`src/rtl/sa_input_skewer.sv`:
```
// sa_input_skewer: assembles host activation/weight words into per-row byte
// vectors and feeds the systolic array with a diagonal skew (row r lags row 0
// by r array steps), then flushes the skew with zero vectors.

// One skewed lane: stage 0 captures the incoming byte, deeper stages shift.
// A lane of depth r presents the byte injected r steps earlier.
module sa_skew_lane #(
  parameter int DEPTH = 0
) (
  input  logic       clk,
  input  logic       rstn,
  input  logic       clr,
  input  logic       step,
  input  logic [7:0] din,
  output logic [7:0] dout
);
  logic [DEPTH:0][7:0] sr;

  // shift only on array steps; cleared at the start of every pass
  always_ff @(posedge clk or negedge rstn) begin
    if (!rstn) begin
      sr <= '0;
    end else if (clr) begin
      sr <= '0;
    end else if (step) begin
      sr[0] <= din;
      for (int i = 1; i <= DEPTH; i++) sr[i] <= sr[i-1];
    end
  end

  assign dout = sr[DEPTH];
endmodule

module sa_input_skewer #(
  parameter int ROWS     = 8,
  parameter int OUTWIDTH = 32,
  parameter int KW       = 16
) (
  input  logic                clk,
  input  logic                rstn,
  input  logic                start,
  input  logic [KW-1:0]       k_len,
  input  logic [OUTWIDTH-1:0] a_data,
  input  logic                a_valid,
  output logic                a_ready,
  input  logic [OUTWIDTH-1:0] w_data,
  input  logic                w_valid,
  output logic                w_ready,
  output logic                fire,
  output logic [ROWS*8-1:0]   a_out,
  output logic [ROWS*8-1:0]   w_out,
  output logic                busy,
  output logic                done
);
  localparam int BEATS = ROWS * 8 / OUTWIDTH;
  localparam int CW    = $clog2(BEATS + 1);
  localparam int DW    = (ROWS > 2) ? $clog2(ROWS) : 1;

  typedef enum logic [1:0] {IDLE, RUN, DRAIN} state_t;

  state_t                         state, state_nxt;
  logic [KW-1:0]                  k_reg, vec_cnt;
  logic [DW-1:0]                  drain_cnt;
  logic [CW-1:0]                  a_cnt, w_cnt;
  logic [BEATS-1:0][OUTWIDTH-1:0] a_buf, w_buf;
  logic [ROWS*8-1:0]              a_vec, w_vec;
  logic issue, last_vec, last_drain, step, clr;
  logic a_acc, w_acc, last_fire, last_fire_nxt, done_nxt;

  // vector issue needs both buffers full; the last vector closes the stream
  assign issue      = (state == RUN) && (a_cnt == CW'(BEATS)) && (w_cnt == CW'(BEATS));
  assign last_vec   = (vec_cnt == k_reg - KW'(1));
  assign last_drain = (state == DRAIN) && (drain_cnt == DW'(ROWS - 2));
  assign step       = issue || (state == DRAIN);
  assign clr        = (state == IDLE) && start && (k_len != '0);

  // a full buffer can still take a beat in the issue cycle, unless it was the last vector
  assign a_ready = (state == RUN) && ((a_cnt < CW'(BEATS)) || (issue && !last_vec));
  assign w_ready = (state == RUN) && ((w_cnt < CW'(BEATS)) || (issue && !last_vec));
  assign a_acc   = a_valid && a_ready;
  assign w_acc   = w_valid && w_ready;
  assign busy    = (state != IDLE);

  // beat b byte j already sits at row b*(OUTWIDTH/8)+j in the flattened buffer
  assign a_vec = issue ? a_buf : '0;
  assign w_vec = issue ? w_buf : '0;

  assign last_fire_nxt = last_drain || ((ROWS == 1) && issue && last_vec);
  assign done_nxt      = last_fire || ((state == IDLE) && start && (k_len == '0));

  // pass sequencing
  always_comb begin
    state_nxt = state;
    case (state)
      IDLE:    if (start && k_len != '0) state_nxt = RUN;
      RUN:     if (issue && last_vec) state_nxt = (ROWS == 1) ? IDLE : DRAIN;
      DRAIN:   if (last_drain) state_nxt = IDLE;
      default: state_nxt = IDLE;
    endcase
  end

  // state, pass counters and the fire/done strobes
  always_ff @(posedge clk or negedge rstn) begin
    if (!rstn) begin
      state     <= IDLE;
      k_reg     <= '0;
      vec_cnt   <= '0;
      drain_cnt <= '0;
      fire      <= 1'b0;
      last_fire <= 1'b0;
      done      <= 1'b0;
    end else begin
      state     <= state_nxt;
      fire      <= step;
      last_fire <= last_fire_nxt;
      done      <= done_nxt;
      if (clr) begin
        k_reg     <= k_len;
        vec_cnt   <= '0;
        drain_cnt <= '0;
      end else begin
        if (issue) vec_cnt <= vec_cnt + KW'(1);
        if (state == DRAIN) drain_cnt <= drain_cnt + DW'(1);
      end
    end
  end

  // beat counters: an issue empties the buffer, a same-cycle beat refills slot 0
  always_ff @(posedge clk or negedge rstn) begin
    if (!rstn) begin
      a_cnt <= '0;
      w_cnt <= '0;
    end else if (clr) begin
      a_cnt <= '0;
      w_cnt <= '0;
    end else begin
      if (issue)      a_cnt <= a_acc ? CW'(1) : '0;
      else if (a_acc) a_cnt <= a_cnt + CW'(1);
      if (issue)      w_cnt <= w_acc ? CW'(1) : '0;
      else if (w_acc) w_cnt <= w_cnt + CW'(1);
    end
  end

  // assembly buffers, written one beat slot at a time in row order
  always_ff @(posedge clk or negedge rstn) begin
    if (!rstn) begin
      a_buf <= '0;
      w_buf <= '0;
    end else begin
      for (int b = 0; b < BEATS; b++) begin
        if (a_acc && (issue ? (b == 0) : (a_cnt == CW'(b)))) a_buf[b] <= a_data;
        if (w_acc && (issue ? (b == 0) : (w_cnt == CW'(b)))) w_buf[b] <= w_data;
      end
    end
  end

  // row r gets an r-deep skew for both operand streams
  for (genvar r = 0; r < ROWS; r++) begin : g_row
    sa_skew_lane #(.DEPTH(r)) u_a (
      .clk(clk), .rstn(rstn), .clr(clr), .step(step),
      .din(a_vec[8*r +: 8]), .dout(a_out[8*r +: 8])
    );
    sa_skew_lane #(.DEPTH(r)) u_w (
      .clk(clk), .rstn(rstn), .clr(clr), .step(step),
      .din(w_vec[8*r +: 8]), .dout(w_out[8*r +: 8])
    );
  end
endmodule

```
`config.mk`:
```
export PLATFORM = sky130hd
export DESIGN_NAME = sa_input_skewer
export DESIGN_NICKNAME = d
export VERILOG_FILES = /design/src/rtl/sa_input_skewer.sv
export SDC_FILE = /design/constraint.sdc
export NUM_CORES = 1
export LEC_CHECK = 0
export ABC_AREA = 1
export ABC_CLOCK_PERIOD_IN_PS = 4580
export CORE_MARGIN = 2
export CORE_UTILIZATION = 45
export CTS_CLUSTER_SIZE = 12
export DETAILED_ROUTE_END_ITERATION = 6
export GPL_ROUTABILITY_DRIVEN = 0
export GPL_TIMING_DRIVEN = 0
export PLACE_DENSITY_LB_ADDON = 0.25
export SLEW_MARGIN = 20
export SYNTH_ARGS = -nofsm -noshare
export SYNTH_HDL_FRONTEND = slang
export SYNTH_HIERARCHICAL = 1
export SYNTH_SLANG_ARGS = --single-unit
export TNS_END_PERCENT = 5
```
`constraint.sdc`:
```
create_clock -name clk -period 4.58 [get_ports clk]
set_input_delay 0.458 -clock clk [delete_from_list [all_inputs] [get_ports clk]]
set_output_delay 0.458 -clock clk [all_outputs]
set_load 0.05 [all_outputs]
```
# After elaboration in Yosys (flattened, before gate mapping)
# Index checks and enable logic that the tools add are counted.
[op_classes]
eq_ne = 11
n_mux = 54
n_lt_le_gt_ge = 2
n_addsub = 5
reduce_logical = 34
[op_table]
columns = ["op", "count"]
rows = [
  ["two-way mux 64 bit", 6],
  ["two-way mux 56 bit", 4],
  ["two-way mux 48 bit", 4],
  ["two-way mux 40 bit", 4],
  ["two-way mux 32 bit", 4],
  ["two-way mux 16 bit", 6],
  ["two-way mux 24 bit", 4],
  ["two-way mux 8 bit", 4],
  ["two-way mux 2 bit", 9],
  ["logical AND 1 bit", 17],
  ["adder 16 x 1 -> 16 bit, second input constant", 1],
  ["== test 16 bit", 1],
  ["logical NOT 16 bit", 1],
  ["nonzero test 16 bit", 1],
  ["subtractor 16 x 1 -> 16 bit, second input constant", 1],
  ["nonzero test 2 bit", 4],
  ["== test 2 x 1 -> 1 bit, second input constant", 3],
  ["== test 2 bit, second input constant", 3],
  ["logical NOT 2 bit", 3],
  ["two-way mux 1 bit", 6],
  ["two-way mux 3 bit", 2],
  ["one-hot mux 2 bit (3 select lines)", 1],
  ["nonzero test 3 bit", 2],
  ["adder 2 x 1 -> 2 bit, second input constant", 2],
  ["8 further kinds", 13],
]
[word_totals]
elab_cells = 191
inputBits = 85
ff_bits = 748
out_inout_bits = 133

# Depth between registers and ports, before layout
[logic_depth]
depth_word = 10
ltp_mapped = 18
mapped_depth_nobuf = 17

# Modules after synthesis
# The synthesis kept the hierarchy.
[by_module_without_submodules]
columns = ["mod", "area_per_inst_um2", "instances", "seq_area_each_um2", "cells_per_inst"]
rows = [
  ["sa_input_skewer", 9032.4, 1, 4304.1, 1198],
  ["sa_skew_lane at g_row[7].u_a ...", 2637.5, 2, 1601.5, 285],
  ["sa_skew_lane at g_row[6].u_a ...", 2294.7, 2, 1401.3, 252],
  ["sa_skew_lane at g_row[5].u_a ...", 1953.1, 2, 1201.2, 217],
  ["sa_skew_lane at g_row[4].u_a ...", 1666.6, 2, 1001.0, 183],
  ["sa_skew_lane at g_row[3].u_a ...", 1408.9, 2, 800.8, 148],
  ["sa_skew_lane at g_row[2].u_a ...", 1029.7, 2, 600.6, 113],
  ["sa_skew_lane at g_row[1].u_a ...", 710.7, 2, 400.4, 78],
  ["sa_skew_lane at g_row[0].u_a ...", 335.3, 2, 200.2, 35],
]

# Least setup slack after synthesis
# No wires, ideal clock.
[synth_timing]
path_type = "input -> register"
start = "input port k_len[14]"
end = "register g_row[5].u_a/sr[32] in the netlist's numbering"
setup_ns = 0.117
setup_slack_ns = 0.918
stages = 10
path_buffers = 3
arrival_time_ns = 3.546
required_ns = 4.463
cell_sequence = "nor4_1 > nand4_1 > nand3_1 > inv_1 > buf_1 > nor2_1 > buf_4 > buf_4 > nand2_1 > nand2_1"
[synth_between]
elab_chain_len = 3
elab_cells_between_ends = 4
classes_between = "1 x mux; 3 x reduce/logical"
[synth_lines]
columns = ["item", "line_no", "source"]
rows = [
  ["from (decl)", "42", "input logic [KW-1:0] k_len,"],
  ["nonzero test 16 bit *", "75", "assign clr = (state == IDLE) && start && (k_len != '0);"],
  ["logical AND 1 bit *", "75", ""],
  ["via clr", "67", "logic issue, last_vec, last_drain, step, clr;"],
  ["two-way mux 48 bit / nonzero test 2 bit (equally long branches)", "n/a", ""],
  ["to (decl)", "17", "logic [DEPTH:0][7:0] sr;"],
]
# The timed path passes the listed nets; every way through them passes the cells marked *.
# A chain may end at the register's enable or synchronous reset.

# Worst setup path in the final report
[layout_timing]
start = "register k_reg[0]"
end = "output port w_ready"
[layout_between]
elab_chain_len = 6
[layout_lines]
columns = ["item", "line_no", "source"]
rows = [
  ["from (decl)", "62", "logic [KW-1:0] k_reg, vec_cnt;"],
  ["from (signal assigned)", "118", "k_reg <= k_len;"],
  ["subtractor 16 x 1 -> 16 bit", "72", "assign last_vec = (vec_cnt == k_reg - KW'(1));"],
  ["== test 16 bit", "72", ""],
  ["logical NOT 1 bit", "79", "assign w_ready = (state == RUN) && ((w_cnt < CW'(BEATS)) || (issue && !last_vec));"],
  ["logical AND 1 bit", "79", ""],
  ["logical OR 1 bit", "79", ""],
  ["logical AND 1 bit", "79", ""],
  ["to (decl)", "48", "output logic w_ready,"],
]
# No other way between the ends.

==> out/results.tsv <==
metric	value	unit
path_class	reg2out	
yosys.area.top_type	sky130_fd_sc_hd__dfrtp_1	
synth_seq_cells	748	
largest_registers_in_the_final_layout	g_row.u_a/sr x224, g_row.u_w/sr x224	
synth_area_leaders	sky130_fd_sc_hd__dfrtp_1, sky130_fd_sc_hd__nand2_1, sky130_fd_sc_hd__nand3_1, sky130_fd_sc_hd__buf_4, sky130_fd_sc_hd__nand4_1	
cts_buffer_depth	3	
grt_setup_unrepaired	false	
number_of_buffers_inserted_by_post_cts_setup_repair	0	
grt_first_pass_wirelength	130000	µm
fin_area	39430	µm²
drt_iter0_drc	1844	
synth_most_common_cell	sky130_fd_sc_hd__nand2_1	
design_power_total	0.02270	W
die_h	275.2	µm
peakVddDrop	0.0004080	V
core_area	72830	µm²
synth.yosys.seq_area_share	56.54	%
ys_types	40	
route.detailed.drc	4	
final.fill_count	6730	
min_period_over_period	89.84	%
timing.hold.worst.class	in2async	
syn2layout_area_growth	19.09	%
violations_in_the_final_reports	design-rule violations	
io-pin-count	218	
power_per_cell_area	575.7	nW/µm²
maxCapViolations	0	
outcome	finished with violations	
postCtsResizedCells	0	
antenna_violating_nets_post_route	0	
nets	4224	
timing.final.hold_violations	0	
grt_antenna_before_repair	8	
placementRows	99	
drive_above_1_share	12.34	%
finalMaxSlewViolations	0	
detail_route.vias_per_cell	4.921	
initial_utilization	45.45	%
clockRootBuffer	sky130_fd_sc_hd__clkbuf_16	
ys_top_cells_by_count	sky130_fd_sc_hd__nand2_1, sky130_fd_sc_hd__dfrtp_1, sky130_fd_sc_hd__nand3_1	
number_of_failing_setup_endpoints_in_the_final_timing_report	0	
maximum_number_of_pins_on_one_net_before_global_route_repair	99	
routedWlPerCell	15.34	µm
overflow	0	
crit_path_end_kind	output pin	
buffer_ports.inserted	216	
total_leakage_power	21.37	nW
postSynthCellCount	3820	
worst_setup_path_startpoint	k_reg[0]	
placed_area	36740	µm²
die_w	275.2	µm
layout_min_cycle_time	4.115	ns
avgSynthCellArea	8.666	µm²
cts_buffers	83	
critical_path.reg2reg.startpoint	a_cnt[0]	
detail_route.first_pass.iterations	7	
crit_path_required_time	4.12	ns
clk_pin_slew_worst_paths	0.06	ns
timing.max_slew.rel_slack	35.58	%
number_of_global_route_vias_before_repair	24520	
dr_total_vias	25337	
drt-total-wl	79000	µm
r2r_slack	0.76	ns
tightestPinTransition	0.9664	ns
cts_sinks	748	
yosys_most_used_dff	sky130_fd_sc_hd__dfrtp_1	
netlist_area	33110	µm²
async_flop_share	100.0	%
cts.htree.levels	3	
clkLatencyLatePin	0.62	ns
critPathArrivalTime	3.66	ns
clock_skew	0.01859	ns
grt.total_usage	21.32	%
startpoint_type	flip-flop	
dp_hpwl	55220	µm
postSynthNetCount	3912	
critical_path_peak_fanout	10	
synth_top_area_share	56.54	%
synth-edff-count	0	
tns	0	ns
synth-warning-count	6	
die_ar	75750	µm²
fmax	243.0	MHz
cts_tree	yes	
-- kinds of logic (layout without fill, tap and decap cells) --
| logic type | Yosys count | count (layout) | synth area share [%] |
|---|---|---|---|
| AO/OA/AOI/OAI | 33 | 33 | 0.5443 |
| XOR/XNOR | 17 | 17 | 0.4497 |
| buffers and inverters | 551 | 920 | 9.898 |
| adder cells (fa/ha/maj) | 7 | 7 | 0.2645 |
| AND/OR/NAND/NOR | 2464 | 2464 | 32.30 |
| flip-flops | 748 | 748 | 56.54 |
| other | 0 | 1 | 0 |
-- area by class of cell --
cell class,instances,area [µm²],area share [%]
inverters,189,710.7,1.803
flip-flops and latches,748,18720,47.48
repair buffers,227,2437,6.182
clock buffers,122,2425,6.150
diodes,1,2.502,0.006347
plain buffers,362,2567,6.512
well taps,959,1200,3.043
clock inverters,20,247.7,0.6284
multi-input cells,2521,11120,28.20
-- cells in the final DEF, fill, tap and decap left out, drive strengths merged, types with 3 or more instances in the layout --
cell	count
clkbuf	168
a21oi	16
buf	327
bufinv	5
clkdlybuf4s50	215
nor4	5
nand3	600
dfrtp	748
nor3	7
or2	3
nand2	1519
nand4	135
xnor2	6
clkinv	16
inv	188
o21ai	14
nand3b	5
ha	7
nor2	188
xor2	11
-- routing by layer --
| metal | part of all wire [%] | wire (µm) | up-vias | global-route usage (%) |
|---|---|---|---|---|
| met5 | 0.11 | 84 | - | 0 |
| met4 | 2.8 | 2223 | 14 | 7.112 |
| met3 | 4.6 | 3613 | 127 | 3.462 |
| met2 | 45 | 35390 | 459 | 32.86 |
| met1 | 48 | 37690 | 12046 | 30.79 |
| li1 | - | - | 12691 | - |
-- critical path, stage by stage (launching register included) --
cell,delay [ns]
sky130_fd_sc_hd__dfrtp_1,0.38
sky130_fd_sc_hd__inv_2,0.11
sky130_fd_sc_hd__ha_1,0.24
sky130_fd_sc_hd__nand2_2,0.13
sky130_fd_sc_hd__nor2_1,0.17
sky130_fd_sc_hd__nand2_1,0.07
sky130_fd_sc_hd__nand2_1,0.07
sky130_fd_sc_hd__nand2_1,0.05
sky130_fd_sc_hd__clkinv_1,0.04
sky130_fd_sc_hd__nor2_1,0.03
sky130_fd_sc_hd__nand2_1,0.05
sky130_fd_sc_hd__nor2_1,0.05
sky130_fd_sc_hd__nand2_2,0.10
sky130_fd_sc_hd__nand2_4,0.10
sky130_fd_sc_hd__a21oi_2,0.34
sky130_fd_sc_hd__buf_2,0.27
sky130_fd_sc_hd__clkdlybuf4s50_1,0.84
-- stage by stage --
step | util [%] | setup slack, ns | hold slack, ns | instances
after global placement | 50.07 | -31.08 | 0.4531 | 4995
after global routing | 54.13 | 0.2174 | 0.4227 | 5149
after floorplan | - | 0.9177 | 0.1624 | 3820
final | 54.13 | 0.4654 | 0.3877 | 5149
after detailed placement | 50.44 | 0.7200 | 0.4586 | 5005
after CTS | 54.13 | 0.4037 | 0.3607 | 5148
-- power breakdown --
part / internal, W / switching [W] / leakage, nW
Combinational: 0.00238 / 0.00421 / 9.90
Clock: 0.00393 / 0.00264 / 1.32
Sequential: 0.00846 / 0.00107 / 10.2
Total: 0.0148 / 0.00792 / 21.4
-- path summary, 6_finish.rpt --
path | end | depth (start not counted)
max in group asynchronous | g_row[4].u_w/dout[7] | 5
min in group clk | k_reg[8] | 3
hold reg to reg | g_row[3].u_a/sr[19] | 2
setup reg to reg | g_row[5].u_w/sr[32] | 14
setup / recovery | w_ready | 16
hold / removal | vec_cnt[11] | 2
-- timing repair --
| action | 4_1_cts | 5_1_grt |
|---|---|---|
| endpoints found under the hold margin | 62 | 0 |
| endpoints found under the setup margin | 0 | 0 |
| hold buffers | 1 | 0 |
Power figures use the tool's default switching activity.
